[src/rtl/mem_copy_engine.sv]
// Two-cycle-per-word memory copy engine: READ a source word, then WRITE it to the destination.
// Define MEM_COPY_CHECKSUM_EN to add the Checksum output (running sum of copied words).
module mem_copy_engine #(
    parameter int W = 8,
    parameter int A = 8
) (
    input  logic         Clk,
    input  logic         Reset_n,
    input  logic         Start,
    input  logic [A-1:0] SrcAddr,
    input  logic [A-1:0] DstAddr,
    input  logic [A-1:0] Len,
    input  logic [W-1:0] MemDataOut,
    output logic [A-1:0] MemAddress,
    output logic         MemWriteEn,
    output logic [W-1:0] MemDataIn,
    output logic         Busy,
`ifdef MEM_COPY_CHECKSUM_EN
    output logic [W-1:0] Checksum,
`endif
    output logic         Done
);

    typedef enum logic [1:0] {IDLE, READ, WRITE, FIN} state_t;

    localparam logic [A-1:0] ONE = {{(A-1){1'b0}}, 1'b1};

    state_t       state;
    logic [A-1:0] src_q;
    logic [A-1:0] dst_q;
    logic [A-1:0] len_q;
    logic [A-1:0] idx;
    logic [A-1:0] idx_next;
    logic [W-1:0] hold;

    assign idx_next = idx + ONE;

    // hold is cleared outside WRITE so it can double as the write-data output
    assign MemDataIn = hold;

    // Outputs are registered: each transition loads the values of the state being entered
    always_ff @(posedge Clk or negedge Reset_n) begin
        if (!Reset_n) begin
            state      <= IDLE;
            src_q      <= '0;
            dst_q      <= '0;
            len_q      <= '0;
            idx        <= '0;
            hold       <= '0;
            MemAddress <= '0;
            MemWriteEn <= 1'b0;
            Busy       <= 1'b0;
            Done       <= 1'b0;
`ifdef MEM_COPY_CHECKSUM_EN
            Checksum   <= '0;
`endif
        end else begin
            case (state)
                IDLE: begin
                    if (Start) begin
                        src_q <= SrcAddr;
                        dst_q <= DstAddr;
                        len_q <= Len;
                        idx   <= '0;
                        Busy  <= 1'b1;
`ifdef MEM_COPY_CHECKSUM_EN
                        Checksum <= '0;
`endif
                        if (Len != '0) begin
                            state      <= READ;
                            MemAddress <= SrcAddr;
                        end else begin
                            state <= FIN;
                            Done  <= 1'b1;
                        end
                    end
                end
                READ: begin
                    state      <= WRITE;
                    hold       <= MemDataOut;
                    MemAddress <= dst_q + idx;
                    MemWriteEn <= 1'b1;
                end
                WRITE: begin
                    MemWriteEn <= 1'b0;
                    hold       <= '0;
                    idx        <= idx_next;
`ifdef MEM_COPY_CHECKSUM_EN
                    Checksum   <= Checksum + hold;
`endif
                    if (idx_next != len_q) begin
                        state      <= READ;
                        MemAddress <= src_q + idx_next;
                    end else begin
                        state      <= FIN;
                        MemAddress <= '0;
                        Done       <= 1'b1;
                    end
                end
                FIN: begin
                    state <= IDLE;
                    Busy  <= 1'b0;
                    Done  <= 1'b0;
                end
            endcase
        end
    end

endmodule
[config.mk]
export PLATFORM = sky130hd
export DESIGN_NAME = mem_copy_engine
export DESIGN_NICKNAME = d
export VERILOG_FILES = /design/src/rtl/mem_copy_engine.sv
export SDC_FILE = /design/constraint.sdc
export NUM_CORES = 1
export LEC_CHECK = 0
export ABC_AREA = 1
export CAP_MARGIN = 10
export CORE_MARGIN = 2
export CORE_UTILIZATION = 50
export CTS_CLUSTER_DIAMETER = 80
export DETAILED_ROUTE_END_ITERATION = 8
export MAX_ROUTING_LAYER = met4
export PLACE_DENSITY = 0.79
export SYNTH_ARGS = -nofsm -noshare
export SYNTH_HDL_FRONTEND = slang
export SYNTH_SLANG_ARGS = --single-unit
[constraint.sdc]
create_clock -name Clk -period 6.4 [get_ports Clk]
set_clock_uncertainty 0.2 [all_clocks]
set_input_delay 1.28 -clock Clk [delete_from_list [all_inputs] [get_ports Clk]]
set_output_delay 1.28 -clock Clk [all_outputs]
set_load 0.005 [all_outputs]
==> flow_summary.ini <==
[synthesis]
async_reset_ff_share_pct = 100
yosys-top-cells-area = dfrtp_1 41%, nand2_1 19%, ha_1 8.0%, inv_1 6.5%, nand3_1 6.1%
yosysTopAreaCell = dfrtp_1
synth_largest_type_area_fraction_pct = 40.5
ys_ff_latch = 53
syn-mean-instance-area_um2 = 7.37
synth_seq_area_share_pct = 40.5
mapped_area_um2 = 3270
synth_ff_type = dfrtp_1
syn_inst = 444
ys.warnings.count = 0
syn-num-nets = 502
synthDistinctLibCells = 30
synth-edff-count = 0

[drt]
drt_pass_1_iters = 4
postRouteWirelength_um = 7660
drcViolationCount = 0
antenna_left = 0
drt-initial-drc-count = 258
route.detailed.wl_per_inst_um = 13.4
detailroute.via_count = 2971
drt-vias-per-instance = 5.19

[grt]
grt_pass1_vias = 2864
grt_pass1_wl_um = 13100
grt_antenna_before_repair = 0
global_route_usage_over_all_layers_pct = 23.0
pin_count_of_the_biggest_net_entering_global_routing = 54
globalRoute.totalOverflow = 0

[cells_and_area]
multiInputGateArea_um2 = 1690
antenna_diode_count = 0
post-route-util_pct = 62.9
area.growth.synth_to_final_pct = 22.0
nets = 552
sequential_cell_area_in_the_final_layout_um2 = 1330
post_route_cells_drive_above_1_share_pct = 4.85
fillerInstances = 553

[setup_path]
rr_worst_depth = 8
timing.reg2reg.setup_slack_ps = 3050
capturing_point_of_the_worst_reg2reg_path = MemAddress[1]
critPathRequiredTime_ps = 6410
timing_worst_setup_path_type = input port to flop
critical_path.reg2reg.startpoint = state[0]
critical_path_launch_point = Start
worstSetupEndpoint = MemAddress[1]
setup.worst_path.end_class = flop
cp_data_arrival_time_ps = 3950
timing.critical_path.from_type = input port
critical_path.max_fanout = 29

[clock_network]
insertion_delay_ps = 320
cts_tree = built
cts_made_buffers = 5
cts_sinks = 53
hold_bufs_inserted_after_cts = 0
postCtsResizedCells = 0
ctsLongestPathBuffers = 2
post_cts.repair.setup_buffers = 0
cts.reportedPaths.clkPinSlew_ps = 100
clock-root-buffer = clkbuf_8
cts_htree_levels = 2

[place]
setup_slack_placement_ps = 2200
hpwlAfterDp_um = 5510
place.gp.congestion = 0.876
io_buffer_count = 53

[job]
cap_viol_max_count = 0

[timing]
fin_ws_ps = 2460
timing.final.crit_period_ps = 3940
timing.max_slew.rel_slack_pct = 41.3
tightest_slew_ps = 879
grt_setup_unrepaired = no
timing.fmax_mhz = 254
post-route-period-util_pct = 61.5
total_count_of_max_transition_violations_in_the_final_report = 0
fin_tns_setup_ps = 0
hold-worst-slack_ps = 290
fin_hold_viols = 0
finalSetupViolations = 0

[floorplan]
starting_density_of_the_core_pct = 51.6
row_count = 29
ios = 54
fp.dieArea_um2 = 7210
die_w_um = 84.9
fp.dieH_um = 84.9
core_area_um2 = 6350

[pwr]
total_power_w = 0.00193
static-leakage-power_nw = 2.07
power_per_cell_area_nw_per_um2 = 483
ir_drop_mv = 0.413

[min_path]
worst_hold_path_type = flop to flop

[status]
status = finished, final reports clean
worst min path at each step:
| stage | start | endpoint | slack (ps) | depth (start not counted) |
|---|---|---|---|---|
| 2_1_floorplan | dst_q[0] | dst_q[0] | 260 | 2 |
| 3_3_place_gp | MemDataIn[2] | MemDataIn[2] | 260 | 2 |
| 3_5_place_dp | MemAddress[6] | MemAddress[6] | 270 | 2 |
| 4_1_cts | MemAddress[6] | MemAddress[6] | 290 | 2 |
| 5_1_grt | MemAddress[6] | MemAddress[6] | 310 | 2 |
| 6_report | MemAddress[6] | MemAddress[6] | 290 | 2 |
layer usage:
metal  global-route usage (%)  routed length (µm)  vias to the layer above
met5                        -                   0                        -
met4                     6.06                  83                        0
met3                     2.72                 311                        8
met2                     37.3                3680                       66
met1                     31.0                3590                     1390
li1                         -                   -                     1507
cell families (layout without fill, tap and decap cells):
logic type | Yosys count | in the layout | share of synthesized area [%]
AND/OR/NAND/NOR | 233 | 233 | 30.6
adder cells (fa/ha/maj) | 23 | 23 | 9.25
XOR/XNOR | 8 | 8 | 2.14
AO/OA/AOI/OAI | 58 | 58 | 9.55
buffers and inverters | 69 | 120 | 7.99
flip-flops | 53 | 53 | 40.5
per-stage QoR:
step | cell area, µm² | instances
finish | 3990 | 572
detailed placement | 3860 | 564
global placement | 3860 | 564
floorplan | 3270 | 444
global route | 3990 | 572
CTS | 3990 | 572
flip-flops by register name (all words and copies together) (netlist names):
| name | count |
|---|---|
| Busy | 1 |
| dst_q | 8 |
| MemAddress | 8 |
| src_q | 8 |
| idx | 8 |
| MemDataIn | 8 |
| Done | 1 |
| state | 2 |
| MemWriteEn | 1 |
| len_q | 8 |
synthesized netlist by cell type, drive strengths merged, types with 3 or more instances:
cell / instances
a21oi: 22
o22ai: 4
xor2: 6
buf: 3
ha: 21
dfrtp: 53
clkbuf: 8
o21ai: 28
inv: 58
nand4: 3
nand2: 165
nor2: 18
nand3: 43
layout by cell type, fill, tap and decap left out, drive strengths merged:
| cell type | n |
|---|---|
| fa | 2 |
| clkdlybuf4s50 | 52 |
| o22ai | 4 |
| dfrtp | 53 |
| xor2 | 6 |
| o21bai | 1 |
| nor2 | 18 |
| xnor2 | 2 |
| bufinv | 2 |
| a22oi | 1 |
| nand3 | 43 |
| nor4 | 2 |
| a21oi | 22 |
| a31oi | 1 |
| ha | 21 |
| nand2 | 165 |
| clkinv | 1 |
| clkbuf | 5 |
| nand3b | 2 |
| inv | 58 |
| buf | 2 |
| nand4 | 3 |
| o21ai | 28 |
| o211ai | 1 |
area by class of cell:
class	count	area share [%]
Tap cell	77	2.41
Multi-Input combinational cell	322	42.2
Timing Repair Buffer	54	13.3
Inverter	58	5.45
Sequential cell	53	33.2
Clock inverter	3	1.63
Clock buffer	5	1.72
where the power goes:
group / internal [W] / switching [W] / total, W / leakage (nW)
clock network: 0.000155 / 0.000119 / 0.000274 / 0.0681
registers: 0.000488 / 0.000109 / 0.000596 / 0.665
logic: 0.000424 / 0.000636 / 0.00106 / 1.34
worst max-delay path, cell delays in order:
cell	delay [ps]
clkdlybuf4s50_1	430
nand2_1	660
inv_1	610
a22oi_2	710
a21oi_1	90
nand2_1	100
nand2_1	50
Power figures use the tool's default switching activity.
==> patch 1, RTL diff (same flow settings) <==
`W`: 8 -> 6.
--- a/src/rtl/mem_copy_engine.sv
+++ b/src/rtl/mem_copy_engine.sv
@@ -2,5 +2,5 @@
 // Define MEM_COPY_CHECKSUM_EN to add the Checksum output (running sum of copied words).
 module mem_copy_engine #(
-    parameter int W = 8,
+    parameter int W = 6,
     parameter int A = 8
 ) (
Ports: changed (resized MemDataIn and MemDataOut); port bits go from 54 to 50. No check against the original RTL was run, so the function may have changed too.
==> patch 1 against the original RTL <==
  * Final area down 3.6%
  * Maximum frequency up 1.6%
  * First-iteration DRC count down 26%
  * Synthesized cell count down 2.0%
  * Critical path depth unchanged
  * Sequential cell count down 2
  * Setup slack better by 0.063 ns
  * Via count down 1.1%
  * Routed wire length up 0.26%
  * Power down 5.8%
  * Area after synthesis down 2.6%
==> patch 1: results (changes against the original RTL) <==
stage,metric,value,unit,change
logic_synthesis,seq_area_frac_synth,0.400,,-0.00504
setup_path,crit_arrival,3.88,ns,-0.07 ns
logic_synthesis,synthTopCellsByCount,"159 x nand2_1, 56 x inv_1, 51 x dfrtp_1",,
detailed_routing,met1_length,3600,µm,+0.28%
detailed_routing,dr_wl_met3,257,µm,-17%
place,postPlaceCellArea,3740,µm²,-3.0%
finish,nNetsFinal,539,,-2.4%
detailed_routing,via_count,2938,,-1.1%
pwr,seq_cell_power,0.584,mW,-2%
finish,drive_above_1_share,0.0435,,-0.00501
clocking,numCtsBuffers,5,,unchanged
place,portBuffers,49,,-7.5%
global_route,grt_max_degree,52,,-3.7%
pwr,clock_net_power,0.224,mW,-18%
detailed_routing,route.met2.wl,3740,µm,+1.5%
place,dp_hpwl,5780,µm,+4.8%
clocking,cts_setup_buffers,0,,unchanged
pwr,power_density,472,nW/µm²,-2.3%
global_route,grt_use_total,0.238,,+0.00755
detailed_routing,top_layer,met4,,
finish,multiInputGateArea,1660,µm²,-1.7%
detailed_routing,wl_per_cell,13.7,µm,+2.4%
logic_synthesis,synthTopCellsByArea,"dfrtp_1 40%, nand2_1 19%, ha_1 8.2%",,
detailed_routing,first_pass_iters,4,,unchanged
timing,whs,0.286,ns,-0.00370 ns
clocking,clk_path_buf_depth,2,,unchanged
clocking,cts_root_buffer,clkbuf_8,,
place,place_ws,2.23,ns,+0.0295 ns
logic_synthesis,synthCells,435,,-2.0%
logic_synthesis,ys_async_sr_fraction,1.00,,unchanged
setup_path,rr_worst_depth,8,,unchanged
timing,tightest_slew,0.860,ns,-0.0183 ns
pwr,irDropWorstVdd,347,µV,-16%
detailed_routing,detail_route.iter0.violations,191,,-26%
place,place.gp.congestion,0.912,,+4.1%
global_route,antenna_found_initial,0,,unchanged
pwr,p_leak,2.00,nW,-3.5%
worst_hold_path,min-delay-start,Done$_DFFE_PN0P_,,
pwr,p_switching,0.826,mW,-4.3%
worst_hold_path,hold_class,reg2reg,,
clocking,clk_latency,0.31,ns,
setup_path,reg2reg_slack,3.14,ns,+0.09 ns
worst_hold_path,holdPathEnd,Done$_DFFE_PN0P_,,
worst_hold_path,hold_depth,2,,unchanged
global_route,grt_pass1_vias,2813,,-1.8%
logic_synthesis,ys_warn_count,0,,unchanged
finish,fin_cells,560,,-2.1%
finish,n_antenna_cell,0,,unchanged
setup_path,worstReg2RegEnd,MemAddress[2]$_DFFE_PN0P_,,
logic_synthesis,synth_nets,491,,-2.2%
detailed_routing,drc,0,,unchanged
outcome,status,"finished, final reports clean",,
clocking,htreeDepth,2,,unchanged
place,placedCellCount,553,,-2.0%
clocking,clkTransAtPathRegs,0.09,ns,
finish,fill_cells,592,,+7.1%
global_route,grt_pass1_wl,13300,µm,+1.5%
[patch 1: cell count changes after synthesis, sizes merged, moves of 2 or more]
cell,change
nand3,-2
dfrtp,-2
nand2,-4
clkinv,+2
[patch 1: per-layer routing]
layer | track usage | vias up
li1 | - | 1481
met1 | 0.317 | 1380
met2 | 0.391 | 69
met3 | 0.0287 | 8
met4 | 0.0572 | 0
met5 | - | -
[patch 1: worst max path at each step]
| stage | start | endpoint | slack (ns) | depth (start not counted) |
|---|---|---|---|---|
| 2_1_floorplan | Len[1] | MemAddress[0]$_DFFE_PN0P_ | 3.83 | 7 |
| 3_3_place_gp | Start | MemAddress[6]$_DFFE_PN0P_ | 2.29 | 7 |
| 3_5_place_dp | Start | MemAddress[7]$_DFFE_PN0P_ | 2.23 | 7 |
| 4_1_cts | Start | MemAddress[2]$_DFFE_PN0P_ | 2.57 | 7 |
| 5_1_grt | Start | MemAddress[0]$_DFFE_PN0P_ | 2.19 | 7 |
| 6_report | Start | MemAddress[2]$_DFFE_PN0P_ | 2.53 | 7 |
[patch 1: critical path: cells and delay by family]
kind | cells | cell delay, ns
simple gates | 3 | 0.81
compound gates | 2 | 0.79
buf+inv | 2 | 1.00
[patch 1: cell type report]
cell class,instances,area share
Tap cell,77,0.0250
Inverter,59,0.0575
Clock inverter,2,0.00975
Sequential cell,51,0.331
Clock buffer,5,0.0179
Multi-Input combinational cell,316,0.430
Timing Repair Buffer,50,0.128
[patch 1: kinds of logic after synthesis]
kind of cell             share of synthesized area
AO/OA/AOI/OAI                               0.0976
AND/OR/NAND/NOR                              0.305
buffers and inverters                       0.0804
adder cells (fa/ha/maj)                     0.0949
flip-flops                                   0.400
XOR/XNOR                                    0.0220
==> patch 2, RTL diff (config.mk and constraints unchanged) <==
Made on the original files. Make the reset (`Reset_n`) synchronous in one clocked block.
--- a/src/rtl/mem_copy_engine.sv
+++ b/src/rtl/mem_copy_engine.sv
@@ -40,5 +40,5 @@
 
     // Outputs are registered: each transition loads the values of the state being entered
-    always_ff @(posedge Clk or negedge Reset_n) begin
+    always_ff @(posedge Clk) begin
         if (!Reset_n) begin
             state      <= IDLE;
Check against the original RTL: differs if Reset_n is asserted again (counterexample within 4 cycles, from zero or initial values and one cycle with Reset_n low); with Reset_n held inactive, the same outputs for 10 cycles.
==> patch 2 against the original RTL <==
  * Area after synthesis decreased by 3.3%
  * Hold slack worse by 0.019 ns
  * Routed wire length increased by 6.1%
  * Critical path type unchanged
  * Final area shrank 4.2%
  * Sequential cell count did not move
  * Critical path depth unchanged
  * Setup slack got worse by 0.39 ns
Power is not compared: it rests on default switching activity, and its combinational part moved more than twofold at a synthesized area within 25%.
==> patch 2: results (changes against the original RTL) <==
stage,metric,value,unit,change
clocking,clkTransAtPathRegs,0.09,ns,
setup_path,critPathSlowestCell,clkinv_1,,
logic_synthesis,synth_nets,523,,+4.2%
place,dp_hpwl,6040,µm,+9.6%
timing,hold_viol,0,,unchanged
logic_synthesis,ys_warn_count,0,,unchanged
pwr,p_switching,0.261,mW,
finish,n_antenna_cell,0,,unchanged
global_route,met3_usage,0.0366,,+0.00936
global_route,grt_max_degree,28,,-48%
global_route,globalRouteMet2Util,0.421,,+0.0481
logic_synthesis,seq_area_frac_synth,0.335,,-0.0699
outcome,status,"finished, final reports clean",,
job,maxCapViolations,0,,unchanged
timing,relSlewSlack,0.446,,+0.0331
setup_path,crit_arrival,4.30,ns,+0.35 ns
global_route,gr-usage-met1,0.301,,-0.00922
pwr,irDropWorstVdd,147,µV,
clocking,htreeDepth,2,,unchanged
global_route,grt_use_total,0.245,,+0.0150
clocking,clk_latency,0.31,ns,
global_route,grt_pass1_wl,13800,µm,+5.1%
detailed_routing,routed_wl,8130,µm,+6.1%
logic_synthesis,ys_async_sr_fraction,0,,-1.00
finish,nNetsFinal,570,,+3.3%
logic_synthesis,synthTopCellsByCount,"105 x nand2_1, 60 x a21oi_1, 53 x dfxtp_1",,
place,place.gp.congestion,0.935,,+6.7%
detailed_routing,vias_per_cell,5.40,,+3.9%
pwr,p_leak,1.66,nW,
global_route,grt_pass1_vias,3003,,+4.9%
clocking,cts-resized-gates,0,,unchanged
setup_path,slowest_delay,0.83,ns,+0.12 ns
clocking,numCtsBuffers,5,,unchanged
clocking,cts_root_buffer,clkbuf_8,,
logic_synthesis,synthTopCellsByArea,"dfxtp_1 34%, nand2_1 12%, a21oi_1 9.5%",,
setup_path,critical_path.max_fanout,27,,-6.9%
global_route,antenna_found_initial,0,,unchanged
place,portBuffers,53,,unchanged
worst_hold_path,hold_class,reg2reg,,
finish,drive_above_1_share,0.0469,,-0.00161
detailed_routing,first_pass_iters,5,,+1
clocking,cts_setup_buffers,0,,unchanged
finish,fill_cells,579,,+4.7%
clocking,clk_path_buf_depth,2,,unchanged
logic_synthesis,ys_types,33,,+10%
detailed_routing,detail_route.iter0.violations,239,,-7.4%
place,postPlaceCellArea,3740,µm²,-3.1%
-- patch 2: cell types whose count changed after synthesis, moves of 3 or more --
cell,before,now
o21bai_1,1,4
nand2_1,162,105
o21ai_0,25,34
nand3_1,40,46
nor2_1,13,41
o22ai_1,4,0
dfrtp_1,53,0
dfxtp_1,0,53
clkinv_1,0,3
inv_1,57,49
a21oi_1,22,60
-- patch 2: routing by layer --
layer | part of all wire | vias up
li1 | - | 1625
met1 | 0.44 | 1449
met2 | 0.49 | 84
met3 | 0.048 | 9
met4 | 0.014 | 0
met5 | 0 | -
-- patch 2: final cells by class --
| class | count | area [µm²] | area share |
|---|---|---|---|
| multi-input cells | 344 | 1850 | 0.482 |
| flip-flops and latches | 53 | 1060 | 0.277 |
| repair buffers | 54 | 538 | 0.141 |
| inverters | 54 | 203 | 0.0530 |
| well taps | 75 | 93.8 | 0.0245 |
| clock buffers | 7 | 86.3 | 0.0226 |
-- patch 2: kinds of logic after synthesis --
group           after synthesis  synth area share
xor+xnor                      8            0.0221
compound gates              105             0.178
flops                        53             0.335
fa+ha+maj                    23            0.0957
simple gates                208             0.287
buf+inv                      68            0.0818
-- patch 2: worst max-delay path, delay by kind of cell --
kind | cells | cell delay, ns
compound gates | 3 | 1.03
buf+inv | 2 | 1.25
simple gates | 2 | 0.73
-- patch 2: power by group through the flow --
stage          Sequential, mW  Clock (mW)  Combinational [mW]
6_report                0.387       0.190               0.239
5_1_grt                 0.391       0.209               0.267
4_1_cts                 0.387       0.193               0.237
3_5_place_dp            0.395           0               0.234
3_3_place_gp            0.394           0               0.228
2_1_floorplan           0.391           0               0.145
-- patch 2: metrics by stage --
step                std cells  power [mW]  worst slack [ns]
finish                    587       0.816              2.07
global route              587       0.867              1.78
CTS                       587       0.818              2.14
detailed placement        580       0.629              1.94
global placement          580       0.622              2.06
floorplan                 465       0.537              3.72
-- patch 2: final timing paths --
check,start,endpoint,slack [ns],cells past startpoint
setup / recovery,Start,MemAddress[0]$_SDFFE_PN0P_,2.07,7
hold / removal,MemDataIn[0]$_SDFFE_PN0N_,MemDataIn[0]$_SDFFE_PN0N_,0.27,2
setup reg to reg,state[0]$_SDFFE_PN0P_,MemAddress[0]$_SDFFE_PN0P_,2.66,8
hold reg to reg,MemDataIn[0]$_SDFFE_PN0N_,MemDataIn[0]$_SDFFE_PN0N_,0.27,2
